### src/rtl/life_pkg.sv
// Shared constants and helpers for the Game of Life array.
package life_pkg;

    // Live-neighbour counts that produce a live cell in the next generation.
    localparam int unsigned BIRTH_COUNT   = 3;
    localparam int unsigned SURVIVE_COUNT = 2;

    // Eight neighbours need four bits to count.
    localparam int unsigned NBR_CNT_W = 4;

    // Number of select bits needed to address `value` items (never less than one).
    function automatic int unsigned clog2(input int unsigned value);
        int unsigned width;
        width = 1;
        while ((64'd1 << width) < 64'(value)) begin
            width = width + 1;
        end
        return width;
    endfunction

endpackage

### src/rtl/life_cell.sv
// One Game of Life cell: current and previous-generation state, rule evaluation.
module life_cell
    import life_pkg::*;
(
    input  logic       clk,
    input  logic       reset,
    input  logic       load_i,
    input  logic       load_val_i,
    input  logic       step_i,
    input  logic [7:0] nbr_i,
    output logic       cur_o,
    output logic       prev_o,
    output logic       change_o
);

    logic                 cur_q;
    logic                 prev_q;
    logic [NBR_CNT_W-1:0] cnt;
    logic                 nxt;

    // Count live neighbours and apply the birth/survive rule.
    always_comb begin
        cnt = '0;
        for (int i = 0; i < 8; i++) begin
            cnt = cnt + NBR_CNT_W'(nbr_i[i]);
        end
        nxt = (cnt == NBR_CNT_W'(BIRTH_COUNT)) |
              (cur_q & (cnt == NBR_CNT_W'(SURVIVE_COUNT)));
    end

    // State update: load overrides step; a load also seeds the previous generation.
    always_ff @(posedge clk) begin
        if (reset) begin
            cur_q  <= 1'b0;
            prev_q <= 1'b0;
        end else if (load_i) begin
            cur_q  <= load_val_i;
            prev_q <= load_val_i;
        end else if (step_i) begin
            prev_q <= cur_q;
            cur_q  <= nxt;
        end
    end

    assign cur_o    = cur_q;
    assign prev_o   = prev_q;
    assign change_o = nxt ^ cur_q;

endmodule

### src/rtl/life_array_param.sv
// Parametrised ROWS x COLS Game of Life array with torus or edge-fed boundary,
// row load/readback, generation counter and stable/extinct status.
module life_array_param
    import life_pkg::*;
#(
    parameter int unsigned ROWS  = 16,
    parameter int unsigned COLS  = 16,
    parameter int unsigned WRAP  = 0,
    parameter int unsigned GEN_W = 16
) (
    input  logic                     clk,
    input  logic                     reset,
    input  logic [COLS-1:0]          vali,
    input  logic [clog2(ROWS)-1:0]   vali_selector,
    input  logic                     write_enb,
    input  logic [clog2(ROWS)-1:0]   valo_selector,
    output logic [COLS-1:0]          valo,
    output logic [COLS-1:0]          valo_prev,
    input  logic                     step,
    output logic                     step_ack,
    input  logic [COLS-1:0]          ni,
    input  logic [COLS-1:0]          si,
    input  logic [ROWS-1:0]          wi,
    input  logic [ROWS-1:0]          ei,
    input  logic                     nwi,
    input  logic                     nei,
    input  logic                     sei,
    input  logic                     swi,
    output logic [COLS-1:0]          no,
    output logic [COLS-1:0]          so,
    output logic [ROWS-1:0]          wo,
    output logic [ROWS-1:0]          eo,
    output logic                     nwo,
    output logic                     neo,
    output logic                     seo,
    output logic                     swo,
    output logic [GEN_W-1:0]         gen_count,
    output logic                     stable,
    output logic                     extinct
);

    localparam int unsigned SEL_W = clog2(ROWS);
    localparam bit          TORUS = (WRAP != 0);

    logic [COLS-1:0] cur  [ROWS];
    logic [COLS-1:0] prev [ROWS];
    logic [COLS-1:0] chg  [ROWS];

    // Array surrounded by a one-cell halo; ext[r+1][c+1] is cell (r,c).
    logic [COLS+1:0] ext [ROWS+2];

    logic             step_acc;
    logic [GEN_W-1:0] gen_q, gen_d;
    logic             ack_q, ack_d;
    logic             stable_q, stable_d;
    logic             any_chg;

    // A write on the same cycle as a step takes priority and drops the step.
    assign step_acc = step & ~write_enb;

    // Halo: wrapped copies of the opposite edge, or the external edge/diagonal inputs.
    always_comb begin
        for (int r = 0; r < ROWS + 2; r++) begin
            ext[r] = '0;
        end
        for (int r = 0; r < ROWS; r++) begin
            ext[r+1][COLS:1]    = cur[r];
            ext[r+1][0]         = TORUS ? cur[r][COLS-1] : wi[r];
            ext[r+1][COLS+1]    = TORUS ? cur[r][0]      : ei[r];
        end
        ext[0][COLS:1]           = TORUS ? cur[ROWS-1]         : ni;
        ext[ROWS+1][COLS:1]      = TORUS ? cur[0]              : si;
        ext[0][0]                = TORUS ? cur[ROWS-1][COLS-1] : nwi;
        ext[0][COLS+1]           = TORUS ? cur[ROWS-1][0]      : nei;
        ext[ROWS+1][COLS+1]      = TORUS ? cur[0][0]           : sei;
        ext[ROWS+1][0]           = TORUS ? cur[0][COLS-1]      : swi;
    end

    for (genvar r = 0; r < ROWS; r++) begin : g_row
        logic row_load;
        assign row_load = write_enb && (vali_selector == SEL_W'(r));

        for (genvar c = 0; c < COLS; c++) begin : g_col
            logic [7:0] nbr;
            assign nbr = {ext[r][c],   ext[r][c+1],   ext[r][c+2],
                          ext[r+1][c],                ext[r+1][c+2],
                          ext[r+2][c], ext[r+2][c+1], ext[r+2][c+2]};

            life_cell u_cell (
                .clk        (clk),
                .reset      (reset),
                .load_i     (row_load),
                .load_val_i (vali[c]),
                .step_i     (step_acc),
                .nbr_i      (nbr),
                .cur_o      (cur[r][c]),
                .prev_o     (prev[r][c]),
                .change_o   (chg[r][c])
            );
        end
    end

    // Row readback mux plus array-wide change and liveness reductions.
    always_comb begin
        valo      = '0;
        valo_prev = '0;
        any_chg   = 1'b0;
        extinct   = 1'b1;
        for (int r = 0; r < ROWS; r++) begin
            if (valo_selector == SEL_W'(r)) begin
                valo      = cur[r];
                valo_prev = prev[r];
            end
            any_chg = any_chg | (|chg[r]);
            extinct = extinct & ~(|cur[r]);
        end
    end

    // Edge and corner state for tiling into neighbouring arrays.
    always_comb begin
        wo = '0;
        eo = '0;
        for (int r = 0; r < ROWS; r++) begin
            wo[r] = cur[r][0];
            eo[r] = cur[r][COLS-1];
        end
    end

    assign no  = cur[0];
    assign so  = cur[ROWS-1];
    assign nwo = cur[0][0];
    assign neo = cur[0][COLS-1];
    assign seo = cur[ROWS-1][COLS-1];
    assign swo = cur[ROWS-1][0];

    // Next-state for counter, acknowledge and stable flag.
    always_comb begin
        gen_d    = gen_q;
        ack_d    = step_acc;
        stable_d = stable_q;
        if (write_enb) begin
            stable_d = 1'b0;
        end else if (step_acc) begin
            gen_d    = gen_q + GEN_W'(1);
            stable_d = ~any_chg;
        end
    end

    // Status registers.
    always_ff @(posedge clk) begin
        if (reset) begin
            gen_q    <= '0;
            ack_q    <= 1'b0;
            stable_q <= 1'b0;
        end else begin
            gen_q    <= gen_d;
            ack_q    <= ack_d;
            stable_q <= stable_d;
        end
    end

    assign gen_count = gen_q;
    assign step_ack  = ack_q;
    assign stable    = stable_q;

endmodule

### config.mk
export PLATFORM = sky130hd
export DESIGN_NAME = life_array_param
export DESIGN_NICKNAME = d
export VERILOG_FILES = /design/src/rtl/life_pkg.sv /design/src/rtl/life_cell.sv /design/src/rtl/life_array_param.sv
export SDC_FILE = /design/constraint.sdc
export NUM_CORES = 2
export LEC_CHECK = 0
export BUFFER_PORTS_ARGS = -buffer_cell sky130_fd_sc_hd__buf_2
export CORE_MARGIN = 3
export CORE_UTILIZATION = 65
export DETAILED_ROUTE_END_ITERATION = 6
export PLACE_DENSITY = 0.9
export REMOVE_ABC_BUFFERS = 1
export SYNTH_ARGS = -nofsm -noshare
export SYNTH_HDL_FRONTEND = slang
export SYNTH_SLANG_ARGS = --single-unit
### constraint.sdc
create_clock -name clk -period 10.25 [get_ports clk]
set_input_delay 1.025 -clock clk [delete_from_list [all_inputs] [get_ports clk]]
set_output_delay 1.025 -clock clk [all_outputs]
set_load 0.05 [all_outputs]
==> run summary, run 1 <==
The tree is rooted in a sky130_fd_sc_hd__clkbuf_16. Most instantiated flip-flop cell in the synthesis netlist: sky130_fd_sc_hd__dfxtp_1. Counting every instance in the synthesized netlist gives 9624. The largest total area in the synthesized netlist belongs to sky130_fd_sc_hd__fa_1. The parity-gate share of the synthesized area counting xor and xnor cells works out to 0.00122. Dividing the synthesized area by the synthesized cell count gives 8.21 um2. By area, the combinational part of the netlist is dominated by adder cells. The number of cells in the design after placement was 11300; the number of gates resized after cts was 0. Progress stopped at global routing (5_1_grt). At the placement stage, the worst setup path has a slack of 3090 ps.

CTS built an H-tree with a depth of 3. The number of buffers added to fix hold violations after cts was 0. The tools report the number of buffers created by CTS as 73.

The flow did not finish. The count of port buffers added during placement was 214; the overall die height was 355 um. For the number of placement rows, the log shows 127. The simple-gate share of the synthesized area works out to 0.183. The sink count of the clock tree was 530; the weighted congestion reported at the end of routability-driven placement was 1.48. Complex-gate fraction of the synthesized area: 0.150. Largest net degree at the start of global routing: 172. The starting density of the core is 0.657, and the horizontal die dimension is 355 um. The residual overflow from global routing was 8. The yosys synthesis warning count was 0; the count of pins on the block boundary was 215. For the sequential-to-total area share from yosys stat, the log shows 0.134. The worst-case clock buffer depth came out at 3.

The synthesized-area fraction occupied by adder cells was 0.400; the number of unique standard cell types used by synthesis was 80. The fraction of registers with async set/reset was 0. For the first-pass GRT wire length, the log shows 698 mm. Synthesis inferred 530 register bits.

The combined area of all synthesized cells is 79000 um2. Mux cell area share after synthesis: 0.0192. The run gives 371 mm as the half-perimeter wire length after detailed placement. The portion of synthesized cell area occupied by the leading cell type works out to 0.259. Yosys attributes the largest share of cell area to sky130_fd_sc_hd__fa_1 (26%), sky130_fd_sc_hd__ha_1 (14%), sky130_fd_sc_hd__dfxtp_1 (13%), sky130_fd_sc_hd__inv_1 (9.1%), sky130_fd_sc_hd__nand2_1 (5.9%). The logs give 0.782 for the aggregate global-route resource usage and 0 for the count of buffers added by post-CTS timing repair for setup.

The first error in the log reads "[ERROR GRT-0116] Global routing finished with congestion. Check the congestion regions in the DRC Viewer". The number of global-route vias before repair was 90500; the number of flops mapped to enable cells by yosys was 0.
==> per-layer routing <==
layer,GRT overflow,global-route usage
met1,0,0.786
met2,3,0.892
met3,0,0.696
met4,5,0.730
met5,0,0.526
==> stage by stage <==
stage          utilization  instance area (um2)  hold WS [ps]
2_1_floorplan            -                77400           421
3_3_place_gp         0.684                82300           435
3_5_place_dp         0.684                82300           441
4_1_cts              0.705                84800           449
==> kinds of logic after synthesis <==
kind of cell,after synthesis
simple gates,2889
flops,530
xor+xnor,11
compound gates,1890
buf+inv,2283
fa+ha+maj,1913
mux,108
==> cells in the mapped netlist, types with 11 or more instances <==
cell type,number
sky130_fd_sc_hd__and2_1,21
sky130_fd_sc_hd__or2_2,12
sky130_fd_sc_hd__inv_1,1916
sky130_fd_sc_hd__nor3b_1,278
sky130_fd_sc_hd__a221o_1,11
sky130_fd_sc_hd__nor4_1,41
sky130_fd_sc_hd__mux4_2,33
sky130_fd_sc_hd__a32oi_1,15
sky130_fd_sc_hd__dfxtp_1,530
sky130_fd_sc_hd__a22oi_1,189
sky130_fd_sc_hd__nor3_1,204
sky130_fd_sc_hd__nand3_1,164
sky130_fd_sc_hd__buf_4,65
sky130_fd_sc_hd__o2111ai_1,28
sky130_fd_sc_hd__mux2_2,21
sky130_fd_sc_hd__o21ai_0,427
sky130_fd_sc_hd__o21a_1,13
sky130_fd_sc_hd__a22o_1,14
sky130_fd_sc_hd__nand2_1,1233
sky130_fd_sc_hd__o22ai_1,45
sky130_fd_sc_hd__a21oi_1,365
sky130_fd_sc_hd__nor2_1,314
sky130_fd_sc_hd__nand4_1,180
sky130_fd_sc_hd__o211ai_1,11
sky130_fd_sc_hd__a311oi_1,11
sky130_fd_sc_hd__fa_1,1024
sky130_fd_sc_hd__a2111oi_0,16
sky130_fd_sc_hd__nor2b_1,210
sky130_fd_sc_hd__nand3b_1,22
sky130_fd_sc_hd__a222oi_1,12
sky130_fd_sc_hd__nor4b_1,53
sky130_fd_sc_hd__or3b_2,20
sky130_fd_sc_hd__a21o_1,14
sky130_fd_sc_hd__a221oi_1,57
sky130_fd_sc_hd__and3_1,12
sky130_fd_sc_hd__a211oi_1,67
sky130_fd_sc_hd__buf_2,27
sky130_fd_sc_hd__mux2i_1,54
sky130_fd_sc_hd__nand2b_1,66
sky130_fd_sc_hd__a31oi_1,510
sky130_fd_sc_hd__ha_1,889
sky130_fd_sc_hd__buf_1,12
sky130_fd_sc_hd__o221ai_1,27
sky130_fd_sc_hd__clkbuf_1,261
==> run 2: changes to the inputs <==
Settings changed: CORE_UTILIZATION 65 to 40, PLACE_DENSITY 0.9 to unset, PLACE_DENSITY_LB_ADDON set to 0.15.
==> run summary, run 2 <==
By count the netlist is led by sky130_fd_sc_hd__inv_1 (1916), sky130_fd_sc_hd__nand2_1 (1233), sky130_fd_sc_hd__fa_1 (1024). The number of cells in the design after placement was 12400. The tools report the met2 wire length as 209 mm.

The tools report the first-pass GRT wire length as 717 mm. The top cell types in the final layout, fill and taps aside, are sky130_fd_sc_hd__inv_1 (1915), sky130_fd_sc_hd__nand2_1 (1233), sky130_fd_sc_hd__fa_1 (1024). Data on the critical path arrives at its endpoint at 8490 ps. The routed design has 550 mm of wire. The run gives 38.2 nW as the standby leakage power. By area the synthesized netlist is led by sky130_fd_sc_hd__fa_1 (26%), sky130_fd_sc_hd__ha_1 (14%), sky130_fd_sc_hd__dfxtp_1 (13%), sky130_fd_sc_hd__inv_1 (9.1%), sky130_fd_sc_hd__nand2_1 (5.9%). STA classifies the critical path startpoint as a flip-flop. After floorplanning, the core was sized to cover 196000 um2.

Entering global routing, the biggest net connects 94 pins. The delay of the slowest cell on the worst path was 1240 ps; the final core utilization was 0.448. The overall die height was 450 um; the latest clock arrival within the worst-skew pair was 770 ps. The number of instances in the synthesized netlist came out at 9624. The HPWL after detailed placement is 449 mm. The run gives 0 as the number of buffers added to fix hold violations after cts. The slowest stage of the critical path is the sky130_fd_sc_hd__a222oi_1 cell. The post-synthesis sequential element count was 530. The count of port buffers added during placement came out at 214.

Walking the worst path, the cells encountered are inv_1 -> fa_1 -> fa_1 -> inv_1 -> fa_1 -> inv_1 -> fa_1 -> a222oi_1 -> nand3_1 -> nor3_1 -> nand4_1 -> nor4_1 -> nand4_1 -> o21ai_1. Between clock sinks in the finished design, the worst skew comes to 24.4 ps. The portion of synthesized cell area occupied by the leading cell type works out to 0.259.

The data required time at the worst endpoint is 10950 ps, and the worst-case clock buffer depth is 3. The biggest area contributor in the post-synthesis netlist is sky130_fd_sc_hd__fa_1. The cell chosen for the clock root is sky130_fd_sc_hd__clkbuf_16. The average instance in the mapped netlist occupies 8.21 um2. In this run the power density over the cells is 97.5 nW/um2. The number of gates resized after CTS was 0.

The critical path contains buffers and inverters numbering 3 combined. Max-cap violations in this run came to 9. The worst setup slack after layout is 2460 ps. The number of vias per cell after detailed routing was 6.68. The run gives 149 as the initial antenna violation count. The fraction of registers with async set/reset works out to 0. The tightest min-delay check is of the flip-flop to flip-flop type. The die covers 203000 um2. The layout cell share with drive strength beyond 1 came out at 0.0845. The library cell appearing most often on the critical path is sky130_fd_sc_hd__fa_1. The largest vdd supply drop was 0.000118 V; the slew of the pin with the lowest slew margin was 1650 ps. The tools report the count of antenna-violating nets left after detailed routing as 0. By startpoint and endpoint, the worst setup path is classified as flip-flop to flip-flop. Setup violations remaining at the end of the flow were counted as 0.

The weighted congestion reported at the end of routability-driven placement is 1.21, and the detail-routed net length per standard cell is 43.5 um. TritonCTS built the clock tree. The detailed router finished its first iteration with 13800 violations. The library cell used most frequently in the layout, excluding fill and tap cells, is sky130_fd_sc_hd__inv_1. For the combined area of all synthesized cells, the log shows 79000 um2.

The number of setup buffers added after CTS is 0. Before antenna repair, the detailed router went through 7 iterations. Pin placement for this block handled 215 I/O pins. The run gives 27 as the number of slew-limit violations in the final report. Measured along the x axis, the die boundary spans 450 um. The aggregate global-route resource usage was 0.528. The final period demand of the worst path was 7790 ps; the sink count of the clock tree was 530. The pre-CTS setup slack is 3210 ps.

For this block, wires on met1 add up to 197 mm. Number of flops mapped to enable cells by yosys: 0. The flow ran to the end, but the final reports show violations. The tightest slew margin relative to the limit was -0.101; the number of global-route vias before repair was 77000.

The number of DRC violations after detailed routing is 19. The final number of hold-violating endpoints came out at 0. Yosys printed 0 warnings.

Total power for the finished layout comes to 8.54 mW. The most used flip-flop cell after synthesis is sky130_fd_sc_hd__dfxtp_1. Clock-pin slew was measured on the worst setup and hold paths at 70 ps.

Summed over all nets, wire length on met3 after detailed routing comes to 84.1 mm. Routed signal wires occupy layers up through met5. Kind of cell adding the most delay to the critical path: simple AND/OR/NAND/NOR gates. Counting the buffers created by CTS gives 82.

In the post-synthesis netlist, the cell with the most instances is sky130_fd_sc_hd__inv_1. Summing over every cut layer, the via total after detailed routing is 84500. CTS built an H-tree with a depth of 3. Derived from the worst setup path, the maximum achievable clock frequency is 0.128 GHz.

The floorplan has 162 rows. Summed over all layers, the global routing overflow is 0. From synthesis to final layout, the design area changed by 10.8%. The final reports fail on design-rule violations, max-capacitance violations, max-slew violations. After the flow finishes, the layout carries non-filler instances totaling 12600. The post-route clock period utilization came out at 0.760. The tools report the kind of capture point of the worst setup path as a flip-flop. For this run, the post-layout net count is 11900. The number of different library cells used by synthesis comes to 80.

The sequential-to-total area share from yosys stat came out at 0.134. For the starting density of the core, the log shows 0.404. Setup repair after global routing left no endpoint under its margin. The highest fanout seen on the critical path was 9.
run 2: cell counts after synthesis:
Identical to the previous run, type by type.
run 2: metrics by stage:
step | hold WS (ps) | cell area, um2 | TNS, ps
3_5_place_dp | 444 | 84500 | 0
4_1_cts | 451 | 87200 | 0
3_3_place_gp | 434 | 84400 | 0
5_1_grt | 460 | 87300 | 0
6_report | 449 | 87600 | 0
2_1_floorplan | 421 | 77400 | -2348460
run 2: area by class of cell:
cell class | count | area [um2]
Antenna cell | 111 | 278
Clock inverter | 37 | 387
Multi-Input combinational cell | 6811 | 60100
Timing Repair Buffer | 503 | 3350
Tap cell | 2624 | 3280
Sequential cell | 530 | 10600
Fill cell | 19500 | 108000
Clock buffer | 112 | 2370
Inverter | 1918 | 7200
run 2: tightest hold or removal path: cells and delay by family (launching register included):
family | cells | cell delay [ps]
and+or+nand+nor | 1 | 50
DFF | 1 | 300
AOI/OAI and AO/OA | 1 | 50
run 2: per-layer routing:
| layer | vias up | track usage |
|---|---|---|
| met4 | 40 | 0.462 |
| li1 | 33000 | - |
| met3 | 1836 | 0.255 |
| met1 | 42200 | 0.630 |
| met5 | - | 0.0118 |
| met2 | 7360 | 0.696 |
run 2: worst paths after layout:
check | start | to | slack [ps] | cells past startpoint
max reg2reg | g_row[7].g_col[7].u_cell.cur_o | stable | 2460 | 14
max | g_row[7].g_col[7].u_cell.cur_o | stable | 2460 | 14
min | g_row[14].g_col[8].u_cell.prev_o | g_row[14].g_col[8].u_cell.prev_o | 450 | 2
min reg2reg | g_row[14].g_col[8].u_cell.prev_o | g_row[14].g_col[8].u_cell.prev_o | 450 | 2
run 2: logic make-up after synthesis:
group,share of synthesized area
xor+xnor,0.00122
simple gates,0.183
compound gates,0.150
buf+inv,0.112
flops,0.134
fa+ha+maj,0.400
mux,0.0192
run 2: power breakdown:
group	internal [mW]	leakage, nW	switching [mW]
Clock	1.77	1.37	1.35
Sequential	2.11	4.28	0.0966
Combinational	0.858	32.6	2.36
No activity file was read; power rests on OpenSTA's default activity.
